==> config.mk <==
export PLATFORM = sky130hd
export DESIGN_NAME = zebra_frame_scheduler
export DESIGN_NICKNAME = d
export VERILOG_FILES = /design/src/rtl/zebra_pkg.sv /design/src/rtl/zebra_hysteresis.sv /design/src/rtl/zebra_frame_scheduler.sv
export SDC_FILE = /design/constraint.sdc
export NUM_CORES = 1
export LEC_CHECK = 0
export CAP_MARGIN = 10
export CORE_ASPECT_RATIO = 0.7
export CORE_UTILIZATION = 37
export CTS_CLUSTER_DIAMETER = 50
export DETAILED_ROUTE_END_ITERATION = 8
export DONT_BUFFER_PORTS = 1
export GPL_TIMING_DRIVEN = 0
export SLEW_MARGIN = 15
export SYNTH_ARGS = -nofsm -noshare
export SYNTH_HDL_FRONTEND = slang
export SYNTH_SLANG_ARGS = --single-unit
==> constraint.sdc <==
create_clock -name clk -period 3.3 [get_ports clk]
set_input_delay 0.66 -clock clk [delete_from_list [all_inputs] [get_ports clk]]
set_output_delay 0.66 -clock clk [all_outputs]
set_load 0.05 [all_outputs]
==> src/rtl/zebra_pkg.sv <==
// rtl/zebra_pkg.sv - shared state encoding and sizing helpers for the zebra datapath
package zebra_pkg;

  typedef enum logic [1:0] {
    IDLE   = 2'd0,
    RUN    = 2'd1,
    SETTLE = 2'd2,
    EVAL   = 2'd3
  } state_t;

  // White-count width, shared with the detector so both agree on CW.
  function automatic int count_width(input int img_width, input int img_height);
    return (img_width * img_height > 1) ? $clog2(img_width * img_height) : 1;
  endfunction

  function automatic logic [7:0] sat_inc8(input logic [7:0] v);
    return (v == 8'hFF) ? 8'hFF : v + 8'd1;
  endfunction

endpackage

==> src/rtl/zebra_hysteresis.sv <==
// rtl/zebra_hysteresis.sv - consecutive hit/miss streaks and debounced present flag
module zebra_hysteresis
  import zebra_pkg::*;
(
  input  logic       clk,
  input  logic       rst_n,
  input  logic       hit_valid,
  input  logic       hit,
  input  logic [7:0] cfg_on_frames,
  input  logic [7:0] cfg_off_frames,
  output logic       present
);

  logic [7:0] hit_streak;
  logic [7:0] miss_streak;
  logic [7:0] hit_next;
  logic [7:0] miss_next;
  logic [7:0] on_thr;
  logic [7:0] off_thr;

  // A threshold of zero would make the flag flap; treat it as one frame.
  assign on_thr  = (cfg_on_frames == 8'd0) ? 8'd1 : cfg_on_frames;
  assign off_thr = (cfg_off_frames == 8'd0) ? 8'd1 : cfg_off_frames;

  assign hit_next  = hit ? sat_inc8(hit_streak) : 8'd0;
  assign miss_next = hit ? 8'd0 : sat_inc8(miss_streak);

  always_ff @(posedge clk or negedge rst_n) begin
    if (!rst_n) begin
      hit_streak  <= 8'd0;
      miss_streak <= 8'd0;
      present     <= 1'b0;
    end else if (hit_valid) begin
      hit_streak  <= hit_next;
      miss_streak <= miss_next;
      if (hit_next >= on_thr) begin
        present <= 1'b1;
      end else if (miss_next >= off_thr) begin
        present <= 1'b0;
      end
    end
  end

endmodule

==> src/rtl/zebra_frame_scheduler.sv <==
// rtl/zebra_frame_scheduler.sv - whole-frame gating, decimation and per-frame zebra decision
module zebra_frame_scheduler
  import zebra_pkg::*;
#(
  parameter int IMG_WIDTH  = 320,
  parameter int IMG_HEIGHT = 240,
  parameter int W          = 8,
  parameter int CW         = count_width(IMG_WIDTH, IMG_HEIGHT)
) (
  input  logic          clk,
  input  logic          rst_n,
  input  logic          x_valid,
  output logic          x_ready,
  input  logic [W-1:0]  x_data,
  output logic          det_valid,
  input  logic          det_ready,
  output logic [W-1:0]  det_data,
  input  logic [CW-1:0] det_white_count,
  input  logic          cfg_enable,
  input  logic [7:0]    cfg_decimate,
  input  logic [CW-1:0] cfg_min_white,
  input  logic [CW-1:0] cfg_max_white,
  input  logic [7:0]    cfg_on_frames,
  input  logic [7:0]    cfg_off_frames,
  output logic          result_valid,
  output logic          frame_hit,
  output logic          zebra_present,
  output logic [CW-1:0] frame_white,
  output logic [15:0]   frames_processed,
  output logic [15:0]   frames_dropped
);

  localparam int            NPIX     = IMG_WIDTH * IMG_HEIGHT;
  localparam logic [CW-1:0] LAST_PIX = CW'(NPIX - 1);

  state_t        state;
  state_t        state_next;
  logic [CW-1:0] pix_cnt;
  logic [7:0]    dec_cnt;
  logic          frame_start;
  logic          last_pix;
  logic          selected;
  logic          x_fire;
  logic          window_hit;
  logic          in_eval;

  assign frame_start = (pix_cnt == '0);
  assign last_pix    = (pix_cnt == LAST_PIX);
  assign selected    = cfg_enable && (dec_cnt == 8'd0);
  assign x_fire      = x_valid && x_ready;
  assign det_data    = x_data;
  assign in_eval     = (state == EVAL);
  assign window_hit  = (det_white_count >= cfg_min_white) && (det_white_count <= cfg_max_white);

  always_comb begin
    state_next = state;
    x_ready    = 1'b1;
    det_valid  = 1'b0;
    case (state)
      IDLE: begin
        if (frame_start && selected) begin
          det_valid = x_valid;
          x_ready   = det_ready;
          if (x_valid && det_ready) begin
            state_next = last_pix ? SETTLE : RUN;
          end
        end
      end
      RUN: begin
        det_valid = x_valid;
        x_ready   = det_ready;
        if (x_valid && det_ready && last_pix) begin
          state_next = SETTLE;
        end
      end
      SETTLE: begin
        x_ready    = 1'b0;
        state_next = EVAL;
      end
      EVAL: begin
        x_ready    = 1'b0;
        state_next = IDLE;
      end
      default: state_next = IDLE;
    endcase
  end

  always_ff @(posedge clk or negedge rst_n) begin
    if (!rst_n) begin
      state            <= IDLE;
      pix_cnt          <= '0;
      dec_cnt          <= 8'd0;
      result_valid     <= 1'b0;
      frame_hit        <= 1'b0;
      frame_white      <= '0;
      frames_processed <= 16'd0;
      frames_dropped   <= 16'd0;
    end else begin
      state        <= state_next;
      result_valid <= in_eval;

      // Every accepted pixel advances the raster position, forwarded or not.
      if (x_fire) begin
        pix_cnt <= last_pix ? '0 : pix_cnt + CW'(1);
      end

      if (state == IDLE && x_fire && frame_start) begin
        if (selected) begin
          dec_cnt <= cfg_decimate;
        end else begin
          dec_cnt        <= cfg_enable ? dec_cnt - 8'd1 : 8'd0;
          frames_dropped <= frames_dropped + 16'd1;
        end
      end

      if (in_eval) begin
        frame_white      <= det_white_count;
        frame_hit        <= window_hit;
        frames_processed <= frames_processed + 16'd1;
      end
    end
  end

  zebra_hysteresis u_hysteresis (
    .clk            (clk),
    .rst_n          (rst_n),
    .hit_valid      (in_eval),
    .hit            (window_hit),
    .cfg_on_frames  (cfg_on_frames),
    .cfg_off_frames (cfg_off_frames),
    .present        (zebra_present)
  );

endmodule

* Yosys cells after proc, flatten, opt, wreduce, memory -nomap -nowiden
Index checks and enable logic that the tools add are counted.
** Word-level totals
- Flip-flop bits (word level) :: 95
- Input bits :: 88
- Word-level logic and storage cells :: 69
** Cells by class
- Add/sub/neg operators :: 6
- $lt $le $gt $ge :: 4
- Equality and inequality tests :: 9
- Multiplexer cells :: 20
- Bitwise logic cells :: 1
- Reductions and logical operators :: 18
** Operators by type and width (count)
- 8-bit 2-to-1 mux :: 8
- 16-bit by 1-bit adder with 16-bit output, second input constant :: 2
- 8-bit logical NOT :: 3
- 17-bit by 1-bit adder with 17-bit output, second input constant :: 1
- 17-bit == test, second input constant :: 1
- 17-bit >= comparator :: 1
- 17-bit <= comparator :: 1
- 17-bit logical NOT :: 1
- 17-bit 2-to-1 mux :: 1
- 8-bit by 1-bit adder with 8-bit output, second input constant :: 2
- 8-bit == test, second input constant :: 2
- 8-bit >= comparator :: 2
- 1-bit logical AND :: 8
- 2-bit 2-to-1 mux :: 4
- 2-bit one-hot mux with 4 select lines :: 1
- 8-bit by 1-bit subtractor with 8-bit output, second input constant :: 1
- 2-bit != test, second input constant :: 3
- 2-bit == test, second input constant :: 2
- 1-bit 2-to-1 mux :: 4
- 2-bit AND reduction :: 2
- 1-bit one-hot mux with 3 select lines :: 1
- 3-bit AND reduction :: 1
- 2-bit by 1-bit == test with 1-bit output, second input constant :: 1
- 2-bit logical NOT :: 1
- 4 further kinds :: 4

* Longest topological paths before layout
- Depth in word-level cells :: 9
- Gate-level depth with buffers :: 16

* Hierarchy
Synthesis repeated with hierarchy kept, for this count alone.
** Second synthesis, totals
- Cell total of the unflattened synthesis :: 662
- Area, all modules :: 6431.2 um^2
** By module, submodules not included
- zebra_frame_scheduler :: times used 1, cells each 477, area an instance 4913.5 um^2, seq. area each 1951.9 um^2
- zebra_hysteresis :: times used 1, cells each 185, area an instance 1517.7 um^2, seq. area each 425.4 um^2

* Worst setup path before layout
OpenSTA, ideal clock, no wires.
- Path kind :: input-to-reg
- Start :: input port cfg_max_white[10]
- End :: register u_hysteresis.present
- Library setup time :: 0.126 ns
- Arrival time :: 3.521 ns
- Required time :: 3.174 ns
- Setup slack :: -0.347 ns
- Stages on the path :: 16
- Cells stage by stage :: inv_1 ha_1 a21o_1 a221o_1 a221oi_1 o21ai_0 a32oi_1 clkbuf_1 nand2_1 ha_1 nand2b_1 a21o_1 a21o_1 a21oi_1 o21a_1 o22ai_1
** Between the ends
- Cells in the longest elaborated chain, start to end :: 6
- Elaborated cells on any way between the ends :: 9
** Ends and longest elaborated chain
- from (decl) :: line zebra_frame_scheduler.sv:22 : input logic [CW-1:0] cfg_max_white,
- 17-bit <= comparator (*) :: line zebra_frame_scheduler.sv:53 : assign window_hit = (det_white_count >= cfg_min_white) && (det_white_count <= cfg_max_white);
- 1-bit logical AND (*) :: line zebra_frame_scheduler.sv:53
- 8-bit 2-to-1 mux (on tied branches) :: line zebra_hysteresis.sv:26, zebra_hysteresis.sv:25
- 8-bit >= comparator (on tied branches) :: line zebra_hysteresis.sv:38, zebra_hysteresis.sv:36
- 2-bit nonzero test (no line)
- 2-bit AND reduction (no line)
- to (signal assigned) :: line zebra_hysteresis.sv:32 : present <= 1'b0;
- to (signal assigned) :: line zebra_hysteresis.sv:37 : present <= 1'b1;
- to (signal assigned) :: line zebra_hysteresis.sv:39 : present <= 1'b0;
- to (decl) :: line zebra_hysteresis.sv:11 : output logic present
Mark *: on every way between the ends. The rest lies on a longest branch, timed or not.
A chain may end at the register's enable or synchronous reset.

* Final worst setup path
- Start :: input port cfg_max_white[16]
- End :: register u_hysteresis.present
The elaborated chain is that of the path after synthesis.

==> impl_summary.log <==
INFO  metric result_of_the_run = finished, final reports clean
INFO  metric synth_top_area_cell = dfrtp_1
INFO  metric die-area = 0.01697 mm^2
INFO  metric clkSlewWorstSetupHoldPaths = 0.07 ns
INFO  metric syn_area_per_cell = 9.404 um^2
INFO  metric cts_buffer_depth = 2
INFO  metric clock_sinks = 95
INFO  metric ys.warnings.count = 0
INFO  metric routed_wirelength = 14530 um
INFO  metric die_height = 109.3 um
INFO  metric grt_max_degree = 96
INFO  metric drt-wirelength-per-cell = 16.31 um
INFO  metric final_min_period_over_clock_period = 0.9827
INFO  metric worstPathMaxFanout = 5
INFO  metric fin_worst_skew = 0.01026 ns
INFO  metric routed-via-count = 4740
INFO  metric gr-max-usage-layer = met2
INFO  metric vdd.ir_drop.worst = 425.4 uV
INFO  metric critical_path.slowest_cell = or4_4
INFO  metric synth_nets = 796
INFO  metric finalWorstPathRequiredPeriod = 3.243 ns
INFO  metric p_per_area = 709.7 mW/mm^2
INFO  metric synth-async-reset-ratio = 1.000
INFO  metric netlist_instances = 647
INFO  metric layout.core_utilization = 0.4394
INFO  metric grt-ovfl-total = 0
INFO  metric hold_class = in -> async
INFO  metric detailedRoute.firstIterationViolations = 258
INFO  metric finalMaxSlewViolations = 0
INFO  metric synth_area_leaders = dfrtp_1, ha_1, xnor2_1, mux2_2, inv_1
INFO  metric design.core.area = 0.01579 mm^2
INFO  metric grtUsageTotal = 0.1789
INFO  metric place.detailed.hpwl = 10900 um
INFO  metric dieWidth = 155.3 um
INFO  metric finish.instance_area = 0.006937 mm^2
INFO  metric port-buffer-count = 0
INFO  metric top_library_cells_by_usage_in_the_layout_fill_and_taps_aside = dfrtp_1, inv_1, ha_1, nand2_1, a21oi_1
INFO  metric dr.pass1.iters = 4
INFO  metric final_cells = 891
INFO  metric tightest_slew = 1.005 ns
INFO  metric final-hold-violation-count = 0
INFO  metric timing.critical_path.arrival = 3.51 ns
INFO  metric clk_root_buffer_cell = clkbuf_16
INFO  metric io_pins = 150
INFO  metric critPathRequiredTime = 3.57 ns
INFO  metric yosysTopAreaCellShare = 0.3907
INFO  metric cap_viol_max_count = 0
INFO  metric cp.buffers_inverters = 3
INFO  metric layout_commonest_cell = dfrtp_1
INFO  metric use_met2 = 0.2767
INFO  metric postSynthRegisterBits = 95
INFO  metric cp_top_delay_family = simple AND/OR/NAND/NOR gates
INFO  metric setup.worst_path.end_class = register
INFO  metric initial_utilization = 0.3855
INFO  metric dpl-instance-area = 0.006485 mm^2
INFO  metric grt_antenna_before_repair = 1
INFO  metric gp_congestion = 0.8772
INFO  metric clock.fmax = 0.3084 GHz
INFO  metric relative_slew_slack = 0.3278
INFO  metric synth_area = 0.006085 mm^2
INFO  metric remaining_drc_errors = 0
INFO  metric final_antenna_violating_net_count = 0
INFO  metric number_of_flops_mapped_to_enable_cells_by_yosys = 0
INFO  metric final_layout_size_suffix_gt1_frac = 0.1401
INFO  metric grt_pass1_vias = 4660
INFO  metric fillerInstances = 1529
INFO  metric cp_cell_sequence = inv_12 -> ha_4 -> and4_4 -> nand4_1 -> or4_4 -> a32oi_4 -> buf_12 -> buf_6 -> nand2b_1 -> ha_1 -> nand2b_1 -> a21oi_1 -> nor2b_1 -> o211ai_1 -> a21oi_1 -> o22ai_1
INFO  metric numCtsBuffers = 9
INFO  metric grt_first_pass_wirelength = 23550 um
INFO  metric synth.yosys.seq_area_share = 0.3907
INFO  metric layout.area.seq = 0.002377 mm^2
INFO  metric nNetsFinal = 815
INFO  metric antennaDiodeCount = 0
INFO  metric post_synth_num_cell_types = 62
INFO  metric cts_tree = built
INFO  metric viasPerCell = 5.320
INFO  metric areaGrowthSynthToFinish = 14.00%
INFO  metric std_cell_rows = 38
INFO  metric grtUsageMet3 = 0.05518
INFO  metric power.static_leakage = 0.003228 uW
INFO  metric placed_cells = 867
INFO  metric worst_setup_path_start_kind = primary input
INFO  metric multi_input_comb_area = 0.003477 mm^2
INFO  metric dominantRegCellSynth = dfrtp_1
INFO  metric finalSetupViolCount = 0
INFO  metric timing_worst_setup_path_type = in -> reg
INFO  metric critical_path.max_stage_delay = 0.57 ns
INFO  metric cts.htree.levels = 3
INFO  metric rsz0062_at_grt = yes
INFO  metric hold_slack = 0.2135 ns
INFO  metric global_route.usage.met1 = 0.2387
INFO  metric worst_skew_pair.late_latency = 0.35 ns
power by group:
| group | switching, uW | total, uW | internal (uW) | leakage, uW |
|---|---|---|---|---|
| Clock | 478 | 1000 | 525 | 0.000140 |
| Sequential | 922 | 2370 | 1450 | 0.00124 |
| Combinational | 866 | 1550 | 681 | 0.00185 |
worst paths after layout:
kind                       depth (start not counted)                           to                         from  slack (ns)
max                                               16         u_hysteresis.present            cfg_max_white[16]        0.06
min                                                1  u_hysteresis.miss_streak[6]                        rst_n        0.21
max reg2reg                                       15         u_hysteresis.present  u_hysteresis.miss_streak[0]        0.28
min reg2reg                                        1                  pix_cnt[12]                  pix_cnt[12]        0.50
max in group asynchronous                          1              frame_white[14]                        rst_n        2.68
min in group clk                                   1              frame_white[12]          det_white_count[12]        0.46
logic make-up after synthesis:
kind of cell / count (synthesis) / share of synthesized area
AND/OR/NAND/NOR: 199 / 0.1719
AO/OA/AOI/OAI: 133 / 0.1413
flip-flops: 95 / 0.3907
buffers and inverters: 90 / 0.06189
adder cells (fa/ha/maj): 61 / 0.1254
XOR/XNOR: 44 / 0.06334
multiplexers: 25 / 0.04545
routing by layer:
metal / vias up / wire length (um)
li1: 2321 / -
met1: 2281 / 6896
met2: 126 / 6590
met3: 12 / 898
met4: 0 / 149
met5: - / 0
Yosys cell counts (all sizes together) (10+ instances only):
cell type and n:
a21oi 39, and2 11, and3 15, buf 15, clkbuf 12, dfrtp 95
ha 61, inv 62, mux2 21, nand2 47, nand3 30, nand4 17
nor2 29, nor3 10, o21ai 33, xnor2 29, xor2 15
metrics by stage:
step	worst slack (ns)	setup TNS, ns	power, uW
floorplan	-0.04346	-0.04346	3474
global placement	-0.6204	-0.9278	3784
finish	0.05700	0	4923
detailed placement	-0.7538	-0.7538	3851
global route	-0.04788	-0.04788	5249
CTS	-0.01132	-0.01132	4950
flip-flops by register name (all words and copies together), names as in the netlist:
signal / flops
frame_white: 17
frame_hit: 1
frames_processed: 16
dec_cnt: 8
frames_dropped: 16
u_hysteresis.present: 1
pix_cnt: 17
result_valid: 1
state: 2
u_hysteresis.miss_streak: 8
u_hysteresis.hit_streak: 8
area by class of cell:
cell class                      count  share of cell area
Clock inverter                      6            0.007395
Inverter                           63             0.03734
Tap cell                          220             0.03968
Sequential cell                    95              0.3427
Clock buffer                       10             0.03301
Timing Repair Buffer                8             0.01389
Buffer                             27             0.02471
Multi-Input combinational cell    462              0.5013
repair_timing:
item,4_1_cts,5_1_grt
hold buffers,1,0
pin swaps,4,3
setup endpoints to repair,2,4
setup buffers,4,2
endpoints found under the hold margin,95,0
gates cloned,1,0
resized for setup,10,7
No activity file was read; power rests on OpenSTA's default activity.
